File: config.mk
export PLATFORM = sky130hd
export DESIGN_NAME = rom_arbiter
export DESIGN_NICKNAME = d
export VERILOG_FILES = /design/src/rtl/rom_arbiter_pkg.sv /design/src/rtl/rom_arb_rr.sv /design/src/rtl/rom_arbiter.sv
export SDC_FILE = /design/constraint.sdc
export NUM_CORES = 1
export LEC_CHECK = 0
export BUFFER_PORTS_ARGS = -buffer_cell sky130_fd_sc_hd__buf_2
export CELL_PAD_IN_SITES_DETAIL_PLACEMENT = 0
export CELL_PAD_IN_SITES_GLOBAL_PLACEMENT = 1
export CORE_MARGIN = 1
export CORE_UTILIZATION = 35
export CTS_BUF_LIST = sky130_fd_sc_hd__clkbuf_16
export CTS_CLUSTER_SIZE = 28
export DETAILED_ROUTE_END_ITERATION = 10
export HOLD_SLACK_MARGIN = 0.08
export PLACE_DENSITY_LB_ADDON = 0.1
export SLEW_MARGIN = 20
export SYNTH_ARGS = -nofsm -noshare
export SYNTH_HDL_FRONTEND = slang
export SYNTH_SLANG_ARGS = --single-unit
export TNS_END_PERCENT = 10
File: constraint.sdc
create_clock -name clock -period 1.65 [get_ports clock]
set_clock_uncertainty 0.15 [all_clocks]
set_input_delay 0.165 -clock clock [delete_from_list [all_inputs] [get_ports clock]]
set_output_delay 0.165 -clock clock [all_outputs]
set_load 0.01 [all_outputs]
File: src/rtl/rom_arbiter_pkg.sv
// Shared types and constants for the two-requester ROM arbiter.
package rom_arbiter_pkg;

  // Requester identifier: one bit covers the two ports.
  typedef logic req_id_t;

  localparam req_id_t REQ0        = 1'b0;
  localparam req_id_t REQ1        = 1'b1;
  localparam int      MAX_LATENCY = 4;

  // One in-flight read: whether a read was issued and who issued it.
  typedef struct packed {
    logic    valid;
    req_id_t id;
  } rom_tag_t;

  // Collapse a two-way one-hot grant into a requester id.
  function automatic req_id_t grant_to_id(logic [1:0] grant);
    return grant[1] ? REQ1 : REQ0;
  endfunction

endpackage

File: src/rtl/rom_arb_rr.sv
// Two-way grant logic, purely combinational so other shared-memory
// arbiters can reuse it with their own last-grant register.
module rom_arb_rr
  import rom_arbiter_pkg::*;
(
  input  logic [1:0] req,
  input  req_id_t    last_grant,
  input  logic       fixed_priority,
  output logic [1:0] grant
);

  // Lone requester always wins; a tie goes to requester 0 under fixed
  // priority, otherwise to whoever was not granted last.
  always_comb begin
    grant = 2'b00;
    case (req)
      2'b01: grant = 2'b01;
      2'b10: grant = 2'b10;
      2'b11: begin
        if (fixed_priority)          grant = 2'b01;
        else if (last_grant == REQ0) grant = 2'b10;
        else                         grant = 2'b01;
      end
      default: grant = 2'b00;
    endcase
  end

endmodule

File: src/rtl/rom_arbiter.sv
// Shares one registered-output ROM between two requesters. A grant edge
// drives the ROM address/enable and pushes a tag; the tag emerges
// LATENCY+1 edges later, exactly when the ROM word is valid, and steers
// that word to the issuing requester's data register.
module rom_arbiter
  import rom_arbiter_pkg::*;
#(
  parameter int ADDR_WIDTH     = 14,
  parameter int DATA_WIDTH     = 8,
  parameter int LATENCY        = 1,
  parameter int FIXED_PRIORITY = 0
) (
  input  logic                  clock,
  input  logic                  reset_n,
  input  logic                  req0,
  input  logic [ADDR_WIDTH-1:0] addr0,
  output logic                  ack0,
  output logic                  valid0,
  output logic [DATA_WIDTH-1:0] data0,
  input  logic                  req1,
  input  logic [ADDR_WIDTH-1:0] addr1,
  output logic                  ack1,
  output logic                  valid1,
  output logic [DATA_WIDTH-1:0] data1,
  output logic [ADDR_WIDTH-1:0] rom_address,
  output logic                  rom_enable,
  input  logic [DATA_WIDTH-1:0] rom_q
);

  logic [1:0]                 req;
  logic [1:0]                 grant;
  logic                       any_req;
  req_id_t                    last_grant;
  req_id_t                    win_id;
  rom_tag_t [LATENCY:0]       tag_pipe;
  rom_tag_t                   ret_tag;
  logic                       ret0;
  logic                       ret1;

  assign req     = {req1, req0};
  assign any_req = |req;
  assign win_id  = grant_to_id(grant);

  rom_arb_rr u_arb (
    .req            (req),
    .last_grant     (last_grant),
    .fixed_priority (FIXED_PRIORITY != 0),
    .grant          (grant)
  );

  // Grant edge: register ROM address/enable and the ack pulse. The address
  // is left untouched on idle cycles; last_grant resets to 1 so the first
  // tie goes to requester 0.
  always_ff @(posedge clock or negedge reset_n) begin
    if (!reset_n) begin
      rom_enable  <= 1'b0;
      rom_address <= '0;
      ack0        <= 1'b0;
      ack1        <= 1'b0;
      last_grant  <= REQ1;
    end else begin
      rom_enable <= any_req;
      ack0       <= grant[0];
      ack1       <= grant[1];
      if (any_req) begin
        rom_address <= grant[1] ? addr1 : addr0;
        last_grant  <= win_id;
      end
    end
  end

  // Tag shift register: one stage per clock of ROM latency plus the
  // address register, so the last stage lines up with valid rom_q.
  always_ff @(posedge clock or negedge reset_n) begin
    if (!reset_n) tag_pipe <= '0;
    else          tag_pipe <= {tag_pipe[LATENCY-1:0], rom_tag_t'{valid: any_req, id: win_id}};
  end

  assign ret_tag = tag_pipe[LATENCY];
  assign ret0    = ret_tag.valid && (ret_tag.id == REQ0);
  assign ret1    = ret_tag.valid && (ret_tag.id == REQ1);

  // Return path: rom_q is only sampled when a valid tag emerges, and only
  // into the port named by that tag; data holds between pulses.
  always_ff @(posedge clock or negedge reset_n) begin
    if (!reset_n) begin
      valid0 <= 1'b0;
      valid1 <= 1'b0;
      data0  <= '0;
      data1  <= '0;
    end else begin
      valid0 <= ret0;
      valid1 <= ret1;
      if (ret0) data0 <= rom_q;
      if (ret1) data1 <= rom_q;
    end
  end

endmodule

Word-level counts from Yosys, hierarchy flattened:

Cells that the tools add are included.

* word-level logic and storage cells: 23
* output and inout bits: 35
* bits in registers: 39
* input port bits: 40

* equal/unequal tests: 3
* mux-type cells: 4
* reductions and logical operators: 3
* bitwise gates (word level): 1

Operator list (number)
* two-way mux 14 bit: 1
* case mux 2 bit (3 select lines): 1
* == test 2 bit, second input constant: 2
* == test 2 x 1 -> 1 bit, second input constant: 1
* logical AND 1 bit: 2
* two-way mux 2 bit: 1
* OR reduction 2 bit: 1
* two-way mux 1 bit: 1
* inverter 1 bit: 1

Depth between registers and ports, before layout:

Gate-level depths: netlist of the first run.

* depth after elaboration: 3
* depth in mapped cells: 5
* gate-level depth less buffers: 3

Modules after synthesis:

Synthesis of the first run repeated with hierarchy kept, for this count alone.

* cell total of the unflattened synthesis: 113
* area total of the unflattened synthesis: 1555.2 µm²

By module, submodules not included
* rom_arbiter: area each 1532.7 µm², times used 1, cells each 109, seq. area each 952.2 µm²
* rom_arb_rr: area each 22.5 µm², times used 1, cells each 4, seq. area each 0.0 µm²

Worst setup path before layout of the first run:

Ideal clock, no wire load.

* path type: reg2reg
* from: reg last_grant
* to: reg rom_address[1]
* setup time: 124 ps
* path buffers: 1
* path slack: 339 ps
* required time: 1376 ps
* cell stages (with the launch flop): 5
* clock period less this slack: 1311 ps
* arrival: 1037 ps
* path through: dfstp_2 nand2_1 buf_2 o22ai_2 nor2_1

* longest elaborated chain between the ends: 3

RTL lines
* start: declaration: RTL line rom_arbiter.sv:33 `req_id_t last_grant;`
* start signal: assignment: RTL line rom_arbiter.sv:67 `last_grant <= win_id;`
* two-way mux 2 bit: RTL line rom_arb_rr.sv:21 `else if (last_grant == REQ0) grant = 2'b10;`
* case mux 2 bit (3 select lines): RTL line rom_arb_rr.sv:16 `case (req)`
* two-way mux 14 bit: RTL line rom_arbiter.sv:66 `rom_address <= grant[1] ? addr1 : addr0;`
* end signal: assignment: RTL line rom_arbiter.sv:66
* end: declaration: RTL line rom_arbiter.sv:25 `output logic [ADDR_WIDTH-1:0] rom_address,`

Every way passes these cells.
A chain may end at the register's enable or synchronous reset.

Worst setup path in the final report of the first run:

* from: in req0
* to: reg rom_address[7]

* longest elaborated chain between the ends: 3
* elaborated cells between the ends (all ways): 6
* those cells by class: eq/ne: 3; mux: 2; reduce/logical: 1

RTL lines
* start: declaration: RTL line rom_arbiter.sv:15 `input logic req0,`
* == test 2 bit / == test 2 x 1 -> 1 bit (equally long branches): RTL line rom_arb_rr.sv:16
* case mux 2 bit (3 select lines): RTL line rom_arb_rr.sv:16
* two-way mux 14 bit: RTL line rom_arbiter.sv:66

Several ways; a longest one is shown, not always the timed one.

==> metrics.md, run 1 <==
| Metric | Value |
|---|---|
| WL final | a little under 4 mm |
| Tightest Pin Transition | approximately 0.42 ns |
| Hold Violations, Final | 0 |
| Vias per cell | 4.773 |
| Fill count | roughly 400 |
| Count of final setup violators | 0 |
| Worst reg-to-reg setup slack | about 0.3 ns |
| Final period utilization | 92.78% |
| Largest net degree at the start of global routing | 29 |
| Final Critical Period | 1.531 ns |
| Launching point of the worst reg2reg path | last_grant |
| Clock root buffer | clkbuf_16 |
| Layout cell share with drive strength beyond 1 | between 40% and 50% |
| Critical path's largest stage delay | 0.52 ns |
| Rel. slew slack | a little under three quarters |
| DR iter-0 viols | 50 |
| Inserted Diodes | 0 |
| Beginning of the critical path | req0 |
| Status | completed |
| Syn Nets | approximately 170 |
| Residual DRC | 0 |
| Site Rows | 24 |
| Synth top area share | 56.57% |
| RSZ-0062 raised after global routing | no |
| Mapped Area | around 1600 µm² |
| Die W | about 70 µm |
| FF-to-FF path depth | 4 |
| CP Class | in -> reg |
| Buf/Inv on CP | 3 |
| Hold slack | 0.2099 ns |
| Yosys reg bits | 38 |
| Clk sinks | 38 |
| Core area | between 4000 and 5000 µm² |
| P&R area growth vs syn | 59.40% |
| DIE HEIGHT | between 70 and 80 µm |
| Antenna-violating nets left | 0 |
| Flop pwr share | about 43% |
| Vias in the first global route | 1,506 |
| Yosys warnings | 0 |
| Leading cell types by count after synthesis | 37 x dfrtp_1, 16 x mux2_2, 15 x nor2b_1 |
| Top FF cell, synth | dfrtp_1 |
| I/O Buffers | 74 |
| Number of CTS-inserted buffers | 5 |
| Total number of vias | 1,427 |
| Seq/Total Area, Yosys | 58.18% |
| Setup TNS | 0 ns |
| CP required | between 1.5 and 2 ns |
| Initial Util | 37.07% |
| Net switching power | ~0.68 mW |
| Synthesized area per cell | 12.79 µm² |
| CP Depth | 6 |
| Synth cell types | 18 |
| CTS tree | done |
| Internal Power | between 1.5 and 2 mW |
| Peak Freq | between 0.6 and 0.7 GHz |
| CTS Buffer Depth | 2 |
| Detailed Place HPWL | ~2.7 mm |
| # IOs | 75 |
| Wirelength per Cell | about 13 µm |
| R2R Path End | rom_address[10] |
| Gpl congestion | a little under 0.7 |
| CP endpoint kind | register |
| Switching portion of total power | between 20% and 30% |
| Fin nets | 286 |
| Power share of the combinational group | between 20 and 25% |
| Peak fanout along the critical path | 28 |
| Worst Path Arrival | roughly 1.5 ns |
| Cell area power density | slightly above 1000 nW/µm² |
| Clock-pin slew on the worst setup and hold paths | 0.05 ns |
| VDD IR max | roughly 0.53 mV |
| CP Launch Type | primary input |
| Synthesized instance count | ~130 |
| CP top delay family | buffers and inverters |
| Initial antenna violation count | 0 |
| Synth area leaders | dfrtp_1 57%, mux2_2 11%, o22ai_2 6.9% |
| Overflow after GRT | 0 |
| Clock Power Share | between 30% and 40% |
| Synth async-reset ratio | between 90% and 100% |
| # Max-Cap Violations | 0 |
| CTS H-tree depth | 2 |
| Most frequent cell after synthesis | dfrtp_1 |
| Leakage power | roughly 1.2 nW |
| HP Class | in -> async |
| CP cell instances | dlygate4sd3_1, buf_2, buf_4, nor2b_1, a211oi_1, nor2_1 |
| Gr usage total | around 17% |
| Setup crit end | rom_address[7] |
| PostCTS Resize Cnt | 0 |
| Slowest cell on crit path | dlygate4sd3_1 |
| Detailed-router iteration count before antenna repair | 4 |
| Final max-slew violation count | 0 |
| Die area | 4953 µm² |
| Leading area contributor after synthesis | dfrtp_1 |
| Number of synthesized flops with an enable pin | 0 |
| Clk_lat worst skew | between 0.2 and 0.3 ns |
| First-pass GRT wire length | around 6.7 mm |
==> registers in the layout, indices dropped and copies added, names as in the netlist <==
signal and flops:
ack0 1, ack1 1, data0 8, data1 8
last_grant 1, ret_tag 2, rom_address 14, tag_pipe 1
valid0 1, valid1 1
==> how the worst min path moves through the flow <==
stage	cells past startpoint	end	startpoint	slack, ns
final	2	rom_address[9]	reset_n	0.21
after CTS	0	ret_tag[0]	ack1	0.22
after floorplan	0	ack0	reset_n	-0.28
after global routing	0	ret_tag[0]	ack1	0.25
after global placement	1	data0[5]	reset_n	-0.03
after detailed placement	1	data1[5]	reset_n	-0.02
==> stage by stage <==
step	total power, mW	worst slack (ns)	std cells	cell area [µm²]	utilization (%)
2_1_floorplan	1.432	0.3392	128	1637	-
3_3_place_gp	1.668	0.3133	252	2077	47.05
3_5_place_dp	1.687	0.2762	252	2077	47.05
4_1_cts	2.672	0.1213	299	2609	59.10
5_1_grt	2.777	0.02093	299	2609	59.10
6_report	2.627	0.1191	299	2609	59.10
==> timing repair <==
item	4_1_cts	5_1_grt
endpoints found under the hold margin	59	0
hold buffers	39	0
setup buffers	0	0
==> cells by family after synthesis <==
kind of cell	synth area share (%)
flops	58.18
simple gates	9.786
compound gates	17.13
mux	11.01
buf+inv	3.898
==> worst register-to-register path, cell delays in order (launching register included) <==
cell and delay [ns]:
dfstp_2 0.56, nand2_1 0.14, buf_12 0.19, o22ai_1 0.14, nor2_1 0.06
==> power by group through the flow <==
stage / logic, mW / registers (mW) / clock network (mW)
after floorplan: 0.231 / 1.20 / 0
after global placement: 0.533 / 1.13 / 0
after detailed placement: 0.547 / 1.14 / 0
after CTS: 0.618 / 1.13 / 0.928
after global routing: 0.662 / 1.14 / 0.972
final: 0.609 / 1.12 / 0.896
==> placed cells by master, fill, tap and decap left out, drive strengths merged <==
cell         count
a211oi          14
a21bo            1
a21boi           1
buf             80
clkbuf           5
clkinv           2
clkinvlp         1
dfrtp           37
dfstp            1
dlygate4sd3     39
inv              3
mux2            16
nand2            2
nor2            14
nor2b           15
o21a             1
o22ai           14
or2              1
==> per-layer routing <==
metal  GRT usage [%]  wire [µm]
met1           18.57       1593
met2           31.32       2097
met3           5.051        208
met4           8.000         78
met5               0          0
==> final cells by class <==
type                            instances  area [µm²]  share of cell area [%]
Clock buffer                            5       125.1                   4.796
Inverter                                3       11.26                  0.4317
Multi-Input combinational cell         79       620.6                   23.79
Clock inverter                          3       16.27                  0.6235
Timing Repair Buffer                  119       818.3                   31.37
Sequential cell                        38       952.2                   36.50
Tap cell                               52       65.06                   2.494
Note: power is estimated with default switching activity, not from simulation.
==> run 2: changes to the inputs <==
--- a/config.mk
+++ b/config.mk
@@ -5,11 +5,12 @@
 export SDC_FILE = /design/constraint.sdc
 export NUM_CORES = 1
 export LEC_CHECK = 0
+export ABC_AREA = 1
 export BUFFER_PORTS_ARGS = -buffer_cell sky130_fd_sc_hd__buf_2
 export CELL_PAD_IN_SITES_DETAIL_PLACEMENT = 0
 export CELL_PAD_IN_SITES_GLOBAL_PLACEMENT = 1
 export CORE_MARGIN = 1
-export CORE_UTILIZATION = 35
+export CORE_UTILIZATION = 32
 export CTS_BUF_LIST = sky130_fd_sc_hd__clkbuf_16
 export CTS_CLUSTER_SIZE = 28
 export DETAILED_ROUTE_END_ITERATION = 10
==> run 2 against run 1 <==
  * Synthesized area decreased by 8.9%
  * Largest cell class unchanged
  * Fmax increased by 3.0%
  * Via count decreased by 1.3%
  * Worst setup slack improved by 0.044 ns
  * Worst hold slack got worse by 0.021 ns
  * Sequential share of layout area increased by 3.1 points
  * Core utilization decreased by 4.7 points
  * Largest power group unchanged
==> metrics.md, run 2 <==
| Metric | Value |
|---|---|
| RSZ-0062 raised after global routing | no |
| Top FF cell, synth | dfrtp_1 |
| Peak fanout along the critical path | 15 |
| Status | completed |
| Critical path's largest stage delay | approximately 0.56 ns |
| Cell area power density | 1028 nW/µm² |
| Gpl congestion | approximately 0.72 |
| Leading cell types by count after synthesis | 47 x nand2_1, 37 x dfrtp_1, 27 x nand3_1 |
| CTS Buffer Depth | 2 |
| Detailed-router iteration count before antenna repair | 4 |
| Clk_lat worst skew | about 0.27 ns |
| Final period utilization | between 90% and 100% |
| Max reg flops | 14 |
| Leading area contributor after synthesis | dfrtp_1 |
| Detailed Place HPWL | 2.476 mm |
| CP Class | reg -> reg |
| Mapped Area | about 1500 µm² |
| # Max-Cap Violations | 0 |
| Number of synthesized flops with an enable pin | 0 |
| Synthesized instance count | around 150 |
| DR iter-0 viols | a little over 80 |
| DP Area | 1889 µm² |
| Count of final setup violators | 0 |
| Most frequent cell after synthesis | nand2_1 |
| HP Class | in -> reg |
| Final max-slew violation count | 0 |
| Number of CTS-inserted buffers | 5 |
| # IOs | 75 |
| Cell total after placement | around 270 |
| Core area | approximately 4400 µm² |
| Tightest Pin Transition | 0.4875 ns |
| VDD IR max | slightly below 0.5 mV |
| Final Instance Area | roughly 2400 µm² |
| Most frequent cells in the layout | 74 x buf_2, 47 x nand2_1, 38 x dlygate4sd3_1, 37 x dfrtp_1, 27 x nand3_1 |
| Die W | about 70 µm |
| Synth area leaders | dfrtp_1 62%, nand2_1 12%, nand3_1 9.1% |
| Synth cell types | 14 |
| WL final | approximately 3.9 mm |
| Commonest non-fill, non-tap cell in the layout | buf_2 |
| Seq/Total Area, Yosys | 63.90% |
| Slowest cell on crit path | dfstp_2 |
| Vias in the first global route | between 1,000 and 1,500 |
| Worst Path Arrival | 1.54 ns |
| Final Critical Period | about 1.5 ns |
| Fin nets | just over 300 |
| Gr usage total | roughly 18% |
| Final non-filler cell total | 319 |
| Initial antenna violation count | 0 |
| DIE HEIGHT | roughly 70 µm |
| I/O Buffers | 74 |
| Synthesized area per cell | roughly 9.7 µm² |
| CTS tree | done |
| Clock root buffer | clkbuf_16 |
| Top flop regs | rom_address (14), data0 (8), data1 (8) |
| Layout cell share with drive strength beyond 1 | between 30% and 40% |
| CP cell instances | inv_1, nand2_1, nand3_1, nand3_1 |
| Synth async-reset ratio | between 90% and 100% |
| Setup TNS | 0 ns |
| Most used cell, CP | nand3_1 |
| Antenna-violating nets left | 0 |
| CP required | 1.71 ns |
| Synth top area share | between 60% and 70% |
| Site Rows | 24 |
| Inserted Diodes | 0 |
| Rel. slew slack | slightly below 70% |
| Syn Nets | 194 |
| Residual DRC | 0 |
| Wirelength per Cell | between 10 and 15 µm |
| Largest Register | rom_address |
| P&R area growth vs syn | 61.21% |
| Post CTS Setup Buffer Count | 0 |
| Die area | between 4000 and 5000 µm² |
| Peak Freq | ~0.67 GHz |
| First-pass GRT wire length | roughly 6.7 mm |
| CP top delay family | simple AND/OR/NAND/NOR gates |
| Yosys reg bits | 38 |
| CP Launch Type | register |
| Buf/Inv on CP | 1 |
| Yosys warnings | 0 |
| Largest net degree at the start of global routing | 23 |
| Hold Violations, Final | 0 |
| Clk sinks | 38 |
| Initial Util | between 30% and 40% |
| Overflow after GRT | 0 |
| Leakage power | approximately 1.3 nW |
| CTS H-tree depth | 2 |
| CP endpoint kind | register |
| Clock-pin slew on the worst setup and hold paths | approximately 0.05 ns |
| Vias per cell | ~4.4 |
| Total number of vias | 1,409 |
==> run 2: cell types whose count changed after synthesis, moves of 5 or more <==
cell and delta:
mux2_2 -16, a211oi_1 -14, o22ai_2 -9, nor2_1 -14, o22ai_1 -5, nand3_1 +27
nor2b_1 -15, nand2_1 +45, inv_1 +10, o21ai_0 +17
==> run 2: repair_timing <==
item,4_1_cts,5_1_grt
endpoints found under the hold margin,47,0
hold buffers,38,0
gates resized for setup,0,0
==> run 2: final timing paths <==
check	depth (start not counted)	start	end	slack, ns
setup / recovery	4	last_grant	rom_address[13]	0.16
hold / removal	2	req0	ack0	0.19
setup reg to reg	4	last_grant	rom_address[13]	0.16
hold reg to reg	0	ack1	ret_tag[0]	0.23
max in group asynchronous	3	reset_n	data1[0]	0.52
min in group asynchronous	2	reset_n	rom_address[0]	0.20
==> run 2: logic make-up (layout without fill, tap and decap cells) <==
kind of cell / Yosys count / in the layout / synth area share [%]
AOI/OAI and AO/OA: 19 / 19 / 7.305
buffers and inverters: 21 / 134 / 6.465
DFF: 38 / 38 / 63.90
and+or+nand+nor: 76 / 76 / 22.33
==> run 2: worst reg2reg max path, cell delays in order, from the launching register on <==
cell	delay [ns]
dfstp_2	0.56
inv_1	0.07
nand2_1	0.37
nand3_1	0.15
nand3_1	0.12
==> run 2: metal layers <==
metal	track usage, %	part of all wire (%)
met1	21.03	44
met2	30.90	51
met3	5.051	4.5
met4	5.333	1.1
met5	0	0
==> run 2: metrics by stage <==
stage | power [mW] | utilization, % | worst slack, ns | hold slack [ns]
2_1_floorplan | 1.341 | - | 0.4100 | -0.2806
3_3_place_gp | 1.539 | 42.80 | 0.2382 | -0.03796
3_5_place_dp | 1.552 | 42.80 | 0.1644 | -0.03474
4_1_cts | 2.496 | 54.42 | 0.1485 | 0.1905
5_1_grt | 2.620 | 54.42 | 0.03807 | 0.2198
6_report | 2.470 | 54.42 | 0.1633 | 0.1889
==> run 2: report_power, final <==
group,total [mW],switching [mW],internal [mW]
Clock,0.870,0.330,0.539
Combinational,0.483,0.256,0.227
Sequential,1.12,0.0608,1.06
Total,2.47,0.647,1.82
==> run 2: final cells by class <==
class	instances	area [µm²]
Fill cell	401	2012
Sequential cell	38	952.2
Timing Repair Buffer	113	758.2
Multi-Input combinational cell	95	441.7
Clock buffer	5	125.1
Tap cell	52	65.06
Inverter	14	52.55
Clock inverter	2	7.507
==> run 3: changes to the inputs <==
--- a/config.mk
+++ b/config.mk
@@ -10,7 +10,7 @@
 export CELL_PAD_IN_SITES_DETAIL_PLACEMENT = 0
 export CELL_PAD_IN_SITES_GLOBAL_PLACEMENT = 1
 export CORE_MARGIN = 1
-export CORE_UTILIZATION = 32
+export CORE_UTILIZATION = 30
 export CTS_BUF_LIST = sky130_fd_sc_hd__clkbuf_16
 export CTS_CLUSTER_SIZE = 28
 export DETAILED_ROUTE_END_ITERATION = 10
==> constraint.sdc (replaced) <==
create_clock -name clock -period 1.65 [get_ports clock]
set_clock_uncertainty 0.15 [all_clocks]
set_input_delay 0.2475 -clock clock [delete_from_list [all_inputs] [get_ports clock]]
set_output_delay 0.2475 -clock clock [all_outputs]
set_load 0.01 [all_outputs]
==> run 3 against run 2 <==
  * Critical path depth is the same
  * Core utilization down 4.6 points
  * Sequential share of layout area grew 0.54 points
  * Die area is 6.5% higher
  * Count of clock-buffer cells in the layout stayed put
  * Cell count grew 1.3%
  * Worst setup slack worse by 0.0099 ns
  * Clock power increased by 39%
  * Fmax down 0.66%
  * Via count down 0.57%
  * Total power up 13%
  * Global-route usage shrank 1.5 points
  * Largest power group is now the clock network
==> metrics.md, run 3 (synthesis results as in run 2) <==
| Metric | Value |
|---|---|
| Initial Util | a little under a third |
| Count of final setup violators | 0 |
| Overflow after GRT | 0 |
| Core area | 4755 µm² |
| Layout cell share with drive strength beyond 1 | between 30 and 40% |
| WL final | a little under 4 mm |
| RSZ-0062 raised after global routing | no |
| Gr usage total | between 15 and 20% |
| Status | completed |
| Detailed-router iteration count before antenna repair | 4 |
| Gpl congestion | between 0.7 and 0.8 |
| Hold Violations, Final | 0 |
| Site Rows | 25 |
| Initial antenna violation count | 0 |
| CP endpoint kind | register |
| Rel. slew slack | between 60% and 70% |
| DIE HEIGHT | around 72 µm |
| Fill count | 470 |
| Clock root buffer | clkbuf_16 |
| Cell area power density | about 1200 nW/µm² |
| CP Launch Type | register |
| Final max-slew violation count | 0 |
| Most frequent cells in the layout | 74 x buf_2, 47 x nand2_1, 37 x dfrtp_1, 27 x nand3_1, 26 x dlygate4sd3_1 |
| Vias per cell | ~4.3 |
| CTS tree | done |
| CTS H-tree depth | 2 |
| HP Class | in -> reg |
| VDD IR max | 0.5132 mV |
| P&R area growth vs syn | 59.03% |
| Antenna-violating nets left | 0 |
| Clk sinks | 38 |
| Clock-pin slew on the worst setup and hold paths | 0.06 ns |
| DR iter-0 viols | about 100 |
| Fin nets | around 300 |
| CP Class | reg -> reg |
| Worst Path Arrival | ~1.6 ns |
| Leakage power | around 1.2 nW |
| Die W | between 70 and 80 µm |
| # Max-Cap Violations | 0 |
| Final Critical Period | roughly 1.5 ns |
| Hold slack | 0.09036 ns |
| First-pass GRT wire length | 6.348 mm |
| Wirelength per Cell | 11.92 µm |
| CP required | 1.71 ns |
| I/O Buffers | 74 |
| Peak fanout along the critical path | 15 |
| Commonest non-fill, non-tap cell in the layout | buf_2 |
| CTS Buffer Depth | 2 |
| Top flop regs | rom_address (14), data0 (8), data1 (8) |
| Residual DRC | 0 |
| Largest net degree at the start of global routing | 22 |
| Inserted Diodes | 0 |
| Tightest Pin Transition | about 0.52 ns |
| Setup TNS | 0 ns |
| Peak Freq | between 0.6 and 0.7 GHz |
| Number of CTS-inserted buffers | 5 |
| Clk_lat worst skew | between 0.2 and 0.3 ns |
| Die area | between 5000 and 6000 µm² |
| PostCTS Resize Cnt | 0 |
| Final period utilization | around 90% |
| # IOs | 75 |
| Largest Register | rom_address |
| Total number of vias | 1,401 |
| Vias in the first global route | 1,403 |
| Detailed Place HPWL | between 2 and 3 mm |
| Max reg flops | 14 |
-- run 3: cell types whose count changed in the layout (fill, tap and decap cells not counted) --
cell and delta:
buf_12 +1, buf_4 -1, bufinv_16 +2, clkinv_1 +1, dlygate4sd3_1 -12, inv_1 -2
-- run 3: final timing paths --
| kind | start | slack, ns | cells past startpoint | to |
|---|---|---|---|---|
| max | last_grant | 0.15 | 4 | rom_address[3] |
| min | addr0[4] | 0.09 | 3 | rom_address[4] |
| max reg2reg | last_grant | 0.15 | 4 | rom_address[3] |
| min reg2reg | tag_pipe[1] | 0.23 | 0 | ret_tag[1] |
| max in group asynchronous | reset_n | 0.58 | 3 | data1[4] |
| min in group asynchronous | reset_n | 0.31 | 2 | valid0 |
-- run 3: cell type report --
class | count | area [µm²] | area share (%)
clock buffer | 5 | 125.1 | 5.280
clock inverter | 3 | 63.81 | 2.693
inverter | 14 | 52.55 | 2.218
multi-input combinational | 95 | 441.7 | 18.64
sequential | 38 | 952.2 | 40.18
tap | 67 | 83.83 | 3.537
timing repair buffer | 101 | 650.6 | 27.46
-- run 3: per-stage QoR --
stage / setup slack [ns] / instances / area [µm²] / util (%) / power [mW]
after global placement: 0.2050 / 289 / 1921 / 40.39 / 1.544
after CTS: 0.1269 / 323 / 2370 / 49.84 / 2.832
after detailed placement: 0.1360 / 289 / 1921 / 40.39 / 1.559
after floorplan: 0.4100 / 154 / 1490 / - / 1.341
final: 0.1534 / 323 / 2370 / 49.84 / 2.790
after global routing: 0.01974 / 323 / 2370 / 49.84 / 2.944
-- run 3: timing repair --
action | in CTS | in global routing
hold endpoints to repair | 30 | 0
setup endpoints to repair | 0 | 0
hold buffers | 26 | 0
buffers inserted | 0 | 0
-- run 3: worst max-delay path, stage by stage (launching register included) --
cell,delay (ns)
dfstp_2,0.56
inv_1,0.07
nand2_1,0.39
nand3_1,0.15
nand3_1,0.11
-- run 3: report_power, final --
part	internal, mW	leakage (nW)	switching [mW]
Sequential	1.06	0.458	0.0623
Combinational	0.212	0.689	0.253
Clock	0.860	0.0915	0.346
-- run 3: per-layer routing --
layer	track usage, %	vias to the layer above	part of all wire [%]	routed length, µm
met3	5.694	6	6.3	244
met2	27.73	49	50	1941
met1	18.57	648	42	1614
met5	0	-	0	0
li1	-	698	-	-
met4	6.536	0	1.3	50
